File: src/rtl/fully_pipelined_subtractor.sv
// fully_pipelined_subtractor: bit-sliced, fully pipelined WIDTH-bit subtractor with borrow and valid sideband
module fully_pipelined_subtractor #(
    parameter int WIDTH = 3
) (
    input  logic             clk,
    input  logic             rst,
    input  logic [WIDTH-1:0] a,
    input  logic [WIDTH-1:0] b,
    input  logic             bin,
    input  logic             en,
    input  logic             valid_in,
    output logic [WIDTH-1:0] d,
    output logic             bout,
    output logic             valid_out
);
    genvar k;
    for (k = 0; k < WIDTH; k++) begin : g_stg
        logic       a_bit, b_bit, brw_in, vld_in;
        logic [k:0] d_d, d_q;
        logic       br_d, br_q, v_q;
        if (k == 0) begin : g_src
            assign a_bit  = a[0];
            assign b_bit  = b[0];
            assign brw_in = bin;
            assign vld_in = valid_in;
            assign d_d    = a_bit ^ b_bit ^ brw_in;
        end else begin : g_src
            assign a_bit  = g_stg[k-1].g_up.a_q[0];
            assign b_bit  = g_stg[k-1].g_up.b_q[0];
            assign brw_in = g_stg[k-1].br_q;
            assign vld_in = g_stg[k-1].v_q;
            assign d_d    = {a_bit ^ b_bit ^ brw_in, g_stg[k-1].d_q};
        end
        assign br_d = (~a_bit & b_bit) | (~(a_bit ^ b_bit) & brw_in);
        // Stage k result: difference bits resolved so far, outgoing borrow and valid
        always_ff @(posedge clk) begin
            if (rst) begin
                d_q  <= '0;
                br_q <= 1'b0;
                v_q  <= 1'b0;
            end else if (en) begin
                d_q  <= d_d;
                br_q <= br_d;
                v_q  <= vld_in;
            end
        end
        if (k < WIDTH - 1) begin : g_up
            logic [WIDTH-2-k:0] a_d, b_d, a_q, b_q;
            if (k == 0) begin : g_in
                assign a_d = a[WIDTH-1:1];
                assign b_d = b[WIDTH-1:1];
            end else begin : g_in
                assign a_d = g_stg[k-1].g_up.a_q[WIDTH-1-k:1];
                assign b_d = g_stg[k-1].g_up.b_q[WIDTH-1-k:1];
            end
            // Skew: operand bits not yet consumed travel down to their stage, LSB-aligned
            always_ff @(posedge clk) begin
                if (rst) begin
                    a_q <= '0;
                    b_q <= '0;
                end else if (en) begin
                    a_q <= a_d;
                    b_q <= b_d;
                end
            end
        end
    end
    assign d         = g_stg[WIDTH-1].d_q;
    assign bout      = g_stg[WIDTH-1].br_q;
    assign valid_out = g_stg[WIDTH-1].v_q;
endmodule

File: config.mk
export PLATFORM = sky130hd
export DESIGN_NAME = fully_pipelined_subtractor
export DESIGN_NICKNAME = d
export VERILOG_FILES = /design/src/rtl/fully_pipelined_subtractor.sv
export SDC_FILE = /design/constraint.sdc
export NUM_CORES = 1
export LEC_CHECK = 0
export BUFFER_PORTS_ARGS = -buffer_cell sky130_fd_sc_hd__buf_2
export CELL_PAD_IN_SITES_DETAIL_PLACEMENT = 0
export CELL_PAD_IN_SITES_GLOBAL_PLACEMENT = 1
export CORE_UTILIZATION = 35
export CTS_BUF_LIST = sky130_fd_sc_hd__clkbuf_16
export CTS_CLUSTER_SIZE = 20
export DETAILED_ROUTE_END_ITERATION = 16
export PLACE_DENSITY_LB_ADDON = 0.08
export SYNTH_ARGS = -nofsm -noshare
export SYNTH_HDL_FRONTEND = slang
export SYNTH_SLANG_ARGS = --single-unit
File: constraint.sdc
create_clock -name clk -period 1 [get_ports clk]
set_input_delay 0.15 -clock clk [delete_from_list [all_inputs] [get_ports clk]]
set_output_delay 0.15 -clock clk [all_outputs]
set_load 0.01 [all_outputs]
==> summary.md <==
| Metric | Value |
|---|---|
| Relative slew slack | `0.769` |
| WL per Instance | `approximately 11 µm` |
| Pre-CTS setup slack | `-0.123 ns` |
| Worst-skew pair later-pin latency | `0.25 ns` |
| Non-Filler Instances | `110` |
| Worst Hold Launch | `a[2]` |
| Port bufs | `15` |
| Initial Util | `0.370` |
| Met1 GRT Util | `0.166` |
| DR pass1 iterations | `4` |
| Global-route track usage on met2 | `0.178` |
| Clk_skew | `around 0.0021 ns` |
| Final core utilization | `0.466` |
| Leakage | `0.425 nW` |
| Diodes inserted | `0` |
| Synth Cell Area | `slightly above 700 µm²` |
| Design area | `913 µm²` |
| Layout cell share with drive strength beyond 1 | `0.398` |
| Fmax | `0.906 GHz` |
| Synth Register Bits | `18` |
| Crit path DAT | `approximately 1.2 ns` |
| Largest net degree at the start of global routing | `22` |
| Max IR drop VDD | `1030 µV` |
| Worst Setup SP | `g_stg[0].br_q` |
| Post-DRT Antenna Nets | `0` |
| Final wirelength | `1160 µm` |
| Startpoint Class | `flip-flop` |
| Area contributors post-synth | `dfxtp_1 (50%), mux2i_1 (21%), nor2_1 (9.3%)` |
| R2r startpoint | `g_stg[0].br_q` |
| Sink Count | `18` |
| Syn avg cell area | `about 11 µm²` |
| Class of the worst hold path | `in2reg` |
| Die ar. | `2260 µm²` |
| Layout Area Growth over Synthesis | `25.9%` |
| Overflow after GRT | `0` |
| Routability congestion estimate | `around 0.62` |
| DP HPWL | `744 µm` |
| Tmin final | `1.10 ns` |
| Synth unique cells | `9` |
| Status | `finished, violations left` |
| Seq/Total Area, Yosys | `0.497` |
| Slew Limit Fails | `0` |
| Hold WS | `0.134 ns` |
| Post-CTS setup buffer count | `0` |
| Top-Level Pins | `16` |
| TritonCTS buffer count | `3` |
| Syn nets | `81` |
| Vias | `486` |
| Post-Synthesis Cells | `67` |
| Clk slew on worst S/H paths | `around 0.050 ns` |
| CP Class | `reg2reg` |
| Final setup fails | `3` |
| CTS tree | `built` |
| Post-route worst setup slack | `-0.104 ns` |
| Max FO, Critical Path | `2` |
| Cells after DPL | `106` |
| WP data required | `1.13 ns` |
| Vias in the first global route | `around 420` |
| Final setup TNS | `-0.195 ns` |
| Final Cycle Share | `1.10` |
| H-tree levels | `1` |
| Drt initial violations | `6` |
| DP Area | `827 µm²` |
| Worst Tran Pin Value | `0.346 ns` |
| DRC Markers | `0` |
| # rows | `16` |
| Core box area | `1960 µm²` |
| Syn. warnings | `0` |
| Die X | `between 40 and 50 µm` |
| Synth top area share | `0.497` |
| Die Span Y | `around 48 µm` |
| PwrDens | `1910 nW/µm²` |
| Clock Tree Buf Depth | `2` |
| RSZ-0062 raised after global routing | `yes` |
| Yosys top cell by area | `dfxtp_1` |
| Met3 usage | `0.0340` |
| GRT Total Usage | `0.130` |
| Total chip power | `approximately 1.7 mW` |
| GRT Max-Usage Layer | `met2` |
| CTS root buf | `clkbuf_16` |
| Hold Vio Cnt, Final | `0` |
| Vias/cell | `4.42` |
| Critical path endpoint category | `flip-flop` |
| Initial antenna violation count | `0` |
| Nets | `about 100` |
| Failing checks | `setup timing` |
| First-pass GRT wire length | `1880 µm` |
| Max Cap Viol | `0` |
state kept, by name (all words and copies together) (netlist names):
| signal | count |
|---|---|
| d | 3 |
| g_stg.d_q | 3 |
| g_stg.g_up.a_q | 3 |
| g_stg.g_up.b_q | 3 |
| g_stg.br_q | 2 |
| g_stg.v_q | 2 |
| bout | 1 |
| valid_out | 1 |
final timing paths:
| path | to | slack, ns | cells after the start |
|---|---|---|---|
| worst min-delay path | g_stg[0].g_up.a_q[1] | 0.13 | 3 |
| worst min register to register | d[2] | 0.49 | 2 |
| worst max register to register | g_stg[1].d_q[1] | -0.10 | 4 |
| worst max-delay path | g_stg[1].d_q[1] | -0.10 | 4 |
cells by family after synthesis:
group	share of synthesized area
compound gates	0.0448
fa+ha+maj	0.0828
buf+inv	0.0759
flops	0.497
mux	0.207
simple gates	0.0931
power by group:
part / internal (mW) / switching, mW
logic: 0.0842 / 0.0834
clock network: 0.531 / 0.261
registers: 0.762 / 0.0230
total: 1.38 / 0.368
Yosys cell counts (all sizes together):
master / instances
fa: 3
buf: 4
nor2: 18
inv: 6
a211oi: 3
dfxtp: 18
mux2i: 15
metal layers:
| metal | wire, µm | part of all wire |
|---|---|---|
| met3 | 48 | 0.042 |
| met2 | 483 | 0.42 |
| met4 | 47 | 0.041 |
| met5 | 0 | 0 |
| met1 | 575 | 0.50 |
cells in the final DEF (no fill, tap or decap):
master,instances
nor2_1,18
mux2i_1,15
buf_2,15
dfxtp_1,12
dfxtp_2,6
inv_2,4
clkbuf_16,3
inv_1,2
a211oi_2,2
fa_2,2
a211oi_1,1
fa_1,1
clkinv_1,1
buf_12,1
final cells by class:
type,count,area [µm²]
Fill cell,206,1050
Sequential cell,18,368
Multi-Input combinational cell,39,315
Timing Repair Buffer,16,95.1
Clock buffer,3,75.1
Tap cell,27,33.8
Inverter,6,22.5
Clock inverter,1,3.75
repair_timing:
action,in CTS,in global routing
pin swaps,3,3
gates resized for setup,7,0
hold buffers,0,0
endpoints found under the hold margin,0,0
setup endpoints to repair,4,4
worst max-delay path, cell delays in order (launching register included):
cell	delay, ns
dfxtp_2	0.32
inv_2	0.06
fa_2	0.43
mux2i_1	0.14
nor2_1	0.05
Note: power is estimated with default switching activity, not from simulation.
